===== src/rtl/all_gates.sv =====
// all_gates: two-input gate unit with a clocked monitor.
// The seven gate outputs are pure combinational functions of a and b.
// The monitor snapshots them every clock, records which {a,b}
// combinations have been seen, and flags any disagreement between the
// snapshot and a recomputation from the registered operands.
module all_gates (
    output logic       and_out,
    output logic       nand_out,
    output logic       or_out,
    output logic       nor_out,
    output logic       xor_out,
    output logic       xnor_out,
    output logic       not_out,
    input  logic       a,
    input  logic       b,
    input  logic       clk,
    input  logic       rst_n,
    output logic [6:0] gate_q,
    output logic [3:0] cov,
    output logic       cov_done,
    output logic       chk_err
);

    // Reference vector used by the self-check, ordered like gate_q:
    // bit 6 = and ... bit 0 = not.
    function automatic logic [6:0] expected_vec(input logic ea, input logic eb);
        logic and_v;
        logic or_v;
        logic xor_v;
        and_v = ea & eb;
        or_v  = ea | eb;
        xor_v = ea ^ eb;
        return {and_v, ~and_v, or_v, ~or_v, xor_v, ~xor_v, ~ea};
    endfunction

    logic [6:0] gate_vec;
    logic [6:0] gate_q_reg;
    logic       a_reg;
    logic       b_reg;
    logic       valid_reg;
    logic       chk_err_reg;
    logic [3:0] cov_reg;
    logic [1:0] ab_sel;

    assign ab_sel = {a, b};

    // Combinational gates: zero latency, unaffected by clock or reset.
    assign and_out  = a & b;
    assign nand_out = ~(a & b);
    assign or_out   = a | b;
    assign nor_out  = ~(a | b);
    assign xor_out  = a ^ b;
    assign xnor_out = ~(a ^ b);
    assign not_out  = ~a;

    assign gate_vec = {and_out, nand_out, or_out, nor_out, xor_out, xnor_out, not_out};

    // Snapshot of the gate outputs together with the operands that produced them.
    always_ff @(posedge clk or negedge rst_n) begin
        if (!rst_n) begin
            gate_q_reg <= 7'd0;
            a_reg      <= 1'b0;
            b_reg      <= 1'b0;
            valid_reg  <= 1'b0;
        end else begin
            gate_q_reg <= gate_vec;
            a_reg      <= a;
            b_reg      <= b;
            valid_reg  <= 1'b1;
        end
    end

    // Sticky coverage: one bit per {a,b} combination, cleared only by reset.
    generate
        for (genvar gi = 0; gi < 4; gi++) begin : g_cov
            always_ff @(posedge clk or negedge rst_n) begin
                if (!rst_n) begin
                    cov_reg[gi] <= 1'b0;
                end else if (ab_sel == gi[1:0]) begin
                    cov_reg[gi] <= 1'b1;
                end
            end
        end
    endgenerate

    // Sticky self-check: once a snapshot exists, compare it against the
    // vector recomputed from the operands captured on the same edge.
    always_ff @(posedge clk or negedge rst_n) begin
        if (!rst_n) begin
            chk_err_reg <= 1'b0;
        end else if (valid_reg && (gate_q_reg != expected_vec(a_reg, b_reg))) begin
            chk_err_reg <= 1'b1;
        end
    end

    assign gate_q   = gate_q_reg;
    assign cov      = cov_reg;
    assign cov_done = &cov_reg;
    assign chk_err  = chk_err_reg;

endmodule


===== config.mk =====
export PLATFORM = sky130hd
export DESIGN_NAME = all_gates
export DESIGN_NICKNAME = d
export VERILOG_FILES = /design/src/rtl/all_gates.sv
export SDC_FILE = /design/constraint.sdc
export NUM_CORES = 1
export LEC_CHECK = 0
export BUFFER_PORTS_ARGS = -buffer_cell sky130_fd_sc_hd__buf_2
export CAP_MARGIN = 20
export CELL_PAD_IN_SITES_DETAIL_PLACEMENT = 0
export CELL_PAD_IN_SITES_GLOBAL_PLACEMENT = 2
export CORE_UTILIZATION = 30
export CTS_CLUSTER_DIAMETER = 60
export DETAILED_ROUTE_END_ITERATION = 8
export GPL_TIMING_DRIVEN = 1
export PLACE_DENSITY = 0.91
export SKIP_CTS_REPAIR_TIMING = 1
export SLEW_MARGIN = 20
export SYNTH_ARGS = -nofsm -noshare
export SYNTH_HDL_FRONTEND = slang
export SYNTH_SLANG_ARGS = --single-unit

===== constraint.sdc =====
create_clock -name clk -period 3 [get_ports clk]
set_input_delay 0 -clock clk [delete_from_list [all_inputs] [get_ports clk]]
set_output_delay 0 -clock clk [all_outputs]
set_load 0.05 [all_outputs]

==> results of run 1 <==
-- stage by stage --
stage	instances	worst slack [ps]	hold WS [ps]	power (mW)
6_report	102	1610	170	0.411
2_1_floorplan	47	1460	-296	0.283
3_5_place_dp	95	1800	-80.2	0.306
5_1_grt	102	1530	182	0.432
3_3_place_gp	95	1850	-81.6	0.305
4_1_cts	99	1800	-375	0.412
-- cells in the final DEF, fill, tap and decap left out --
| cell | n |
|---|---|
| o21ai_1 | 1 |
| buf_2 | 23 |
| xnor2_1 | 1 |
| clkbuf_1 | 1 |
| o22ai_1 | 1 |
| a41oi_2 | 1 |
| nor2_1 | 2 |
| inv_1 | 7 |
| nand2_1 | 2 |
| nand3b_1 | 1 |
| dfrtp_1 | 15 |
| or2_1 | 1 |
| conb_1 | 1 |
| dlygate4sd3_1 | 3 |
| clkbuf_4 | 3 |
| o22ai_2 | 1 |
| and4_1 | 1 |
| or2_2 | 3 |
| ha_1 | 6 |
| nand2b_1 | 3 |
-- final cells by class --
| class | instances | area (µm²) | share of cell area [%] |
|---|---|---|---|
| clock buffer | 4 | 26.3 | 3.26 |
| inverter | 7 | 26.3 | 3.26 |
| multi-input combinational | 25 | 203 | 25.1 |
| sequential | 15 | 375 | 46.5 |
| tap | 25 | 31.3 | 3.88 |
| timing repair buffer | 26 | 145 | 18.0 |
-- logic make-up (layout without fill, tap and decap cells) --
family                     Yosys count  in the layout  share of synthesized area, %
AOI/OAI and AO/OA                    4              4                          6.63
xor gates and xnor gates             1              1                          1.45
adders and majority gates            6              6                          12.4
buffers and inverters                7             37                          4.35
DFF                                 15             15                          62.1
other                                1              1                         0.621
and+or+nand+nor                     13             13                          12.4
-- layer usage --
layer  part of all wire [%]  vias up  global-route usage, %
met5                      0        -                      0
met4                      0        0                      0
met3                    5.6        0                   3.46
met2                     51       15                   17.2
met1                     43      190                   12.7
li1                       -      208                      -
-- path summary, 6_finish.rpt --
| path | end | slack [ps] | depth (start not counted) |
|---|---|---|---|
| worst max-delay path | xnor_out | 1610 | 6 |
| worst min-delay path | cov[2] | 170 | 2 |
| worst max register to register | chk_err | 1800 | 4 |
| worst min register to register | cov[3] | 490 | 1 |
| max in group asynchronous | a_reg | 2590 | 2 |
| min in group clk | a_reg | 430 | 2 |
-- power by group --
group	internal, mW	leakage [nW]	switching, mW
Sequential	0.210	0.160	0.00537
Combinational	0.0217	0.208	0.0663
Clock	0.0514	0.0150	0.0557
Total	0.283	0.383	0.127
-- critical path: cells and delay by family --
family / cells / cell delay [ps]
buffers and inverters: 5 / 1050
adder cells (fa/ha/maj): 1 / 330
==> results.json, run 1 <==
{
  "outcome": "completed",
  "worst-path-max-fanout": 4,
  "hp-class": "primary input to async pin",
  "synth.largest_area_cell": "dfrtp_1",
  "synthCells": 47,
  "dieArea_um2": 2200,
  "p_per_area_nw_per_um2": 509,
  "gp_congestion": 0.658,
  "overflow": 0,
  "post-route-util_pct": 44.8,
  "first_pass_iters": 2,
  "largest_reg_flops": 7,
  "yosys_warnings": 0,
  "synth_nets": 57,
  "syn_area_um2": 604,
  "grt_pass1_wl_um": 1550,
  "die_width_um": 46.9,
  "start_util_pct": 33.5,
  "synthTopCellsByCount": "dfrtp_1 (15), inv_1 (7), ha_1 (6), nand2b_1 (3), or2_2 (3)",
  "wirelength_um": 1030,
  "ys_seq_area_share_pct": 62.1,
  "synth_edf_count": 0,
  "fin_crit_sh_pct": 46.4,
  "netlist_top_cells_area": "dfrtp_1 (62%), ha_1 (12%), inv_1 (4.3%)",
  "crit_start": "a",
  "first_global_vias": 356,
  "max_freq_mhz": 718,
  "drc_errors": 0,
  "rsz0062_at_grt": "no",
  "max_cap_viol_count": 0,
  "clk_latency_ps": 270,
  "drive_gt1_share_pct": 40.3,
  "die_y_um": 46.9,
  "p_leak_nw": 0.383,
  "final-setup-viol-count": 0,
  "boundaryPins": 24,
  "fillers": 186,
  "cpMaxStageDelayCell": "dlygate4sd3_1",
  "path_clk_slew_ps": 80,
  "dp_hpwl_um": 819,
  "ir_drop_uv": 294,
  "worstReg2RegStart": "a_reg",
  "cts_buffers": 3,
  "arrival_ps": 1390,
  "skew_ps": 2.88,
  "drt_iter0_drc": 6,
  "antenna_found_initial": 0,
  "async_flop_share_pct": 100,
  "ant_nets": 0,
  "htreeDepth": 1,
  "hold_violations": 0,
  "wl_per_cell_um": 10.1,
  "startpoint_type": "primary input",
  "areaGrowthSynthToFinish_pct": 33.5,
  "cts_sinks": 15,
  "groute.usage.overall_pct": 9.90,
  "coreArea_um2": 1800,
  "synthFlopType": "dfrtp_1",
  "critPathCaptureType": "output pin",
  "avgViaCountPerCell": 4.05,
  "ys_types": 16,
  "synth_seq_cells": 15,
  "slew_viol_final": 0,
  "cts_root_buffer": "clkbuf_4",
  "yosysMostFrequentCell": "dfrtp_1",
  "postPlaceCellArea_um2": 751,
  "cts.path.max_buffers": 2,
  "syn_area_per_cell_um2": 12.9,
  "fin_nets": 88,
  "slowest_delay_ps": 520,
  "worstSetupPathType": "primary input to output pin",
  "grt_max_degree": 16,
  "netlist.area_leader.share_pct": 62.1,
  "cp.required_ps": 3000,
  "finalSetupTns_ps": 0,
  "cts_tree": "done",
  "fin_crit_ps": 1390,
  "diodes": 0,
  "final_area_um2": 807,
  "portBuffers": 23,
  "vias": 413,
  "path_cells": "dlygate4sd3_1 > buf_2 > inv_1 > ha_1 > inv_1 > buf_2",
  "fp-row-count": 15
}
No activity file was read; power rests on OpenSTA's default activity.
==> inputs of run 2 (changes only) <==
- CORE_UTILIZATION: 30 -> 28
- PLACE_DENSITY: 0.91 -> 0.86
- clock period: 3 -> 1.4 ns (I/O delays scaled with it)
==> results.json, run 2 (same netlist as run 1, synthesis figures left out) <==
{
  "final_common_cell": "buf_2",
  "dr_wl_met3_um": 45,
  "p_clk_share_pct": 26.1,
  "drive_gt1_share_pct": 41.0,
  "max_cap_viol_count": 0,
  "r2r-end": "chk_err",
  "fin_crit_sh_pct": 85.1,
  "cts_root_buffer": "clkbuf_4",
  "worstSetupPathType": "register to register",
  "overflow": 0,
  "wl_met1_um": 468,
  "cp.required_ps": 1540,
  "cts_sinks": 15,
  "hold_violations": 0,
  "finalSetupTns_ps": 0,
  "avgViaCountPerCell": 3.93,
  "largest_reg_flops": 7,
  "boundaryPins": 24,
  "clk_latency_ps": 270,
  "first_pass_iters": 2,
  "outcome": "completed",
  "path_clk_slew_ps": 80,
  "fin_nets": 89,
  "worstReg2RegStart": "a_reg",
  "p_per_area_nw_per_um2": 1080,
  "p_int_mw": 0.610,
  "power_switching_mw": 0.274,
  "max_freq_mhz": 839,
  "skew_ps": 0.107,
  "ir_drop_uv": 358,
  "worst-path-max-fanout": 3,
  "grt_pass1_wl_um": 1650,
  "vias": 413,
  "fin_crit_ps": 1190,
  "drc_errors": 0,
  "arrival_ps": 1330,
  "wl_per_cell_um": 9.20,
  "portBuffers": 23,
  "dieArea_um2": 2350,
  "htreeDepth": 1,
  "rrSetupSlack_ps": 210,
  "crit_start": "a_reg",
  "hold_depth": 2,
  "drt_iter0_drc": 1,
  "areaGrowthSynthToFinish_pct": 36.0,
  "diodes": 0,
  "first_global_vias": 391,
  "dp_cells": 97,
  "antenna_found_initial": 0,
  "cts_buffers": 3,
  "hp-class": "primary input to register",
  "p_leak_nw": 0.385,
  "maxUsedRoutingLayer": "met4",
  "hold_end": "gate_q[6]",
  "grt_max_degree": 16,
  "worstHoldStart": "b",
  "coreArea_um2": 2000,
  "pwr-share-seq_pct": 52.3,
  "cts.path.max_buffers": 2,
  "layout_common_cells": "buf_2 (23), dfrtp_1 (15), inv_1 (7)",
  "final-setup-viol-count": 0,
  "groute.usage.overall_pct": 9.23,
  "wirelength_um": 966,
  "r2r_cells": 4,
  "fp-row-count": 16,
  "ant_nets": 0,
  "instances_no_fill": 105,
  "wl_met2_um": 432,
  "critPathCaptureType": "register",
  "gp_congestion": 0.718,
  "startpoint_type": "register",
  "dp_hpwl_um": 763,
  "comb_power_share_pct": 21.6,
  "die_y_um": 48.5,
  "die_width_um": 48.5,
  "slew_viol_final": 0,
  "p_sw_share_pct": 31.0,
  "fillers": 213,
  "cts_tree": "done",
  "start_util_pct": 30.2,
  "rsz0062_at_grt": "no"
}
run 2: worst max path at each step:
stage / endpoint / slack, ps / cells past startpoint
global placement: chk_err / 250 / 4
floorplan: gate_q[1] / 50 / 3
CTS: chk_err / 200 / 5
finish: chk_err / 210 / 4
global route: chk_err / 110 / 5
detailed placement: chk_err / 210 / 5
run 2: layout make-up:
cell class,count,area (µm²),area share [%]
inverters,7,26.3,3.20
clock buffers,4,26.3,3.20
well taps,27,33.8,4.11
multi-input cells,25,205,25.0
flip-flops and latches,15,375,45.7
repair buffers,27,155,18.9
run 2: worst max-delay path: stages, from the launching register on:
cell and delay (ps):
dfrtp_1 390, inv_1 60, ha_1 310, o22ai_2 180
a41oi_2 120
run 2: power groups by stage:
stage          Sequential [mW]  Combinational, mW  Clock (mW)
3_3_place_gp             0.471              0.185           0
4_1_cts                  0.462              0.185       0.240
2_1_floorplan            0.518             0.0912           0
5_1_grt                  0.465              0.204       0.257
6_report                 0.462              0.191       0.231
3_5_place_dp             0.471              0.184           0
run 2: routing by layer:
layer,track usage [%],up-vias
li1,-,208
met4,7.35,0
met2,14.1,15
met5,0,-
met3,1.26,2
met1,11.7,188
run 2: stage by stage:
| stage | total power [mW] | setup WS, ps | instance area (µm²) | hold WS (ps) | util, % |
|---|---|---|---|---|---|
| floorplan | 0.609 | 50.6 | 607 | -296 | - |
| detailed placement | 0.655 | 212 | 756 | -86.0 | 37.8 |
| finish | 0.884 | 208 | 822 | 100 | 41.1 |
| CTS | 0.887 | 199 | 782 | -384 | 39.1 |
| global route | 0.926 | 113 | 822 | 102 | 41.1 |
| global placement | 0.656 | 246 | 756 | -79.9 | 37.8 |
==> inputs of run 3 (changes only) <==
- ABC_AREA: unset -> 1
- CORE_UTILIZATION: 28 -> 26
==> results.json, run 3 <==
{
  "outcome": "completed",
  "max_freq_mhz": 793,
  "hold_violations": 0,
  "worst-path-max-fanout": 3,
  "final_area_um2": 858,
  "synth_seq_cells": 15,
  "drc_errors": 0,
  "cts_root_buffer": "clkbuf_4",
  "critPathCaptureType": "register",
  "drive_gt1_share_pct": 31.6,
  "crit_start": "a_reg",
  "crit_top_cell": "nand2_1",
  "wl_per_cell_um": 8.35,
  "worstReg2RegStart": "a_reg",
  "grt_max_degree": 16,
  "coreArea_um2": 2250,
  "netlist.area_leader.share_pct": 59.2,
  "start_util_pct": 28.1,
  "fin_crit_sh_pct": 90.1,
  "vias": 478,
  "cts_buffers": 3,
  "cp.required_ps": 1570,
  "p_int_mw": 0.608,
  "place_ws_ps": 133,
  "synthCells": 67,
  "avgViaCountPerCell": 3.79,
  "ys_types": 10,
  "hp-class": "primary input to register",
  "wl_met2_um": 521,
  "skew_ps": 1.40,
  "grt_pass1_wl_um": 1890,
  "diodes": 0,
  "layout_common_cells": "buf_2 (23), inv_1 (19), nand2_1 (15), dfrtp_1 (15), ha_1 (5)",
  "cts_sinks": 15,
  "path_clk_slew_ps": 80,
  "synth_edf_count": 0,
  "yosysMostFrequentCell": "inv_1",
  "path_cells": "inv_2 > ha_1 > inv_1 > nand3_1 > nand2_1 > nand2_1 > inv_1 > nand2_1 > nand2_1 > nand2_1",
  "final_common_cell": "buf_2",
  "p_sw_share_pct": 31.7,
  "areaGrowthSynthToFinish_pct": 35.3,
  "dieArea_um2": 2640,
  "cts.path.max_buffers": 2,
  "async_flop_share_pct": 100,
  "ant_nets": 0,
  "yosys_warnings": 0,
  "groute.usage.overall_pct": 9.88,
  "largest_reg_flops": 7,
  "portBuffers": 23,
  "rrSetupSlack_ps": 140,
  "overflow": 0,
  "syn_area_per_cell_um2": 9.47,
  "r2r-end": "chk_err",
  "fin_nets": 109,
  "pwr-share-seq_pct": 52.0,
  "boundaryPins": 24,
  "hold_depth": 2,
  "ir_drop_uv": 382,
  "first_pass_iters": 2,
  "max_cap_viol_count": 0,
  "p_per_area_nw_per_um2": 1040,
  "worstHoldStart": "b",
  "dp_cells": 118,
  "p_leak_nw": 0.491,
  "htreeDepth": 1,
  "dp_hpwl_um": 886,
  "die_y_um": 51.4,
  "r2r_cells": 10,
  "hold_end": "gate_q[6]",
  "instances_no_fill": 126,
  "synth_nets": 77,
  "final-setup-viol-count": 0,
  "fp-row-count": 17,
  "syn_area_um2": 634,
  "slowest_delay_ps": 390,
  "synthFlopType": "dfrtp_1",
  "antenna_found_initial": 0,
  "drt_iter0_drc": 1,
  "fin_crit_ps": 1260,
  "maxUsedRoutingLayer": "met4",
  "netlist_top_cells_area": "dfrtp_1 (59%), ha_1 (12%), inv_1 (11%)",
  "fin_ws_ps": 138,
  "cts_tree": "done",
  "synth.largest_area_cell": "dfrtp_1",
  "rsz0062_at_grt": "no",
  "p_clk_share_pct": 26.2,
  "power_switching_mw": 0.282,
  "arrival_ps": 1430,
  "wl_met1_um": 454,
  "die_width_um": 51.4,
  "cpMaxStageDelayCell": "dfrtp_1",
  "startpoint_type": "register",
  "postPlaceCellArea_um2": 792,
  "gp_congestion": 0.722,
  "clk_latency_ps": 270,
  "dr_wl_met3_um": 60,
  "slew_viol_final": 0,
  "synthTopCellsByCount": "inv_1 (19), dfrtp_1 (15), nand2_1 (15), ha_1 (6), nand3_1 (4)",
  "worstSetupPathType": "register to register",
  "wirelength_um": 1050,
  "comb_power_share_pct": 21.8,
  "ys_seq_area_share_pct": 59.2,
  "first_global_vias": 429
}
[run 3: cell count changes in the layout (fill, tap and decap cells not counted), moves of 3 or more]
cell / delta
nand2_1: +13
inv_1: +12
nand3_1: +4
nand2b_1: -3
[run 3: final cells by class]
type | count | area (µm²)
repair buffers | 27 | 155
fillers | 255 | 1400
clock buffers | 4 | 26.3
well taps | 28 | 35.0
inverters | 20 | 75.1
flip-flops and latches | 15 | 375
multi-input cells | 32 | 191
[run 3: power by group through the flow]
stage                     clock network [mW]  registers [mW]  logic, mW
after floorplan                            0           0.518     0.0933
after global placement                     0           0.471      0.188
after detailed placement                   0           0.471      0.189
after CTS                              0.251           0.463      0.189
after global routing                   0.274           0.465      0.212
final                                  0.233           0.462      0.194
[run 3: cells by family (layout without fill, tap and decap cells)]
family	count (synthesis)	after routing	share of synthesized area, %
simple gates	25	25	16.6
other cells	1	1	0.591
buf+inv	20	51	11.8
fa+ha+maj	6	6	11.8
flops	15	15	59.2
[run 3: worst max path at each step]
stage	to	cells past startpoint
2_1_floorplan	cov_done	2
3_3_place_gp	chk_err	10
3_5_place_dp	chk_err	10
4_1_cts	chk_err	10
5_1_grt	chk_err	10
6_report	chk_err	10
[run 3: metrics by stage]
step	setup TNS (ps)	power (mW)	hold slack [ps]	util (%)
6_report	0	0.890	74.0	38.1
5_1_grt	0	0.951	69.1	38.1
4_1_cts	0	0.903	-393	36.3
3_5_place_dp	0	0.660	-82.3	35.1
3_3_place_gp	0	0.659	-83.2	35.1
2_1_floorplan	-23.0	0.611	-296	-
[run 3: worst max-delay path, delay by kind of cell (launching register included)]
family	cells	cell delay [ps]
buf+inv	3	160
fa+ha+maj	1	300
simple gates	6	320
flops	1	390
[run 3: metal layers]
| layer | track usage (%) | up-vias |
|---|---|---|
| met5 | 0 | - |
| met4 | 8.11 | 0 |
| met3 | 1.49 | 2 |
| met2 | 14.9 | 13 |
| met1 | 12.3 | 215 |
| li1 | - | 248 |
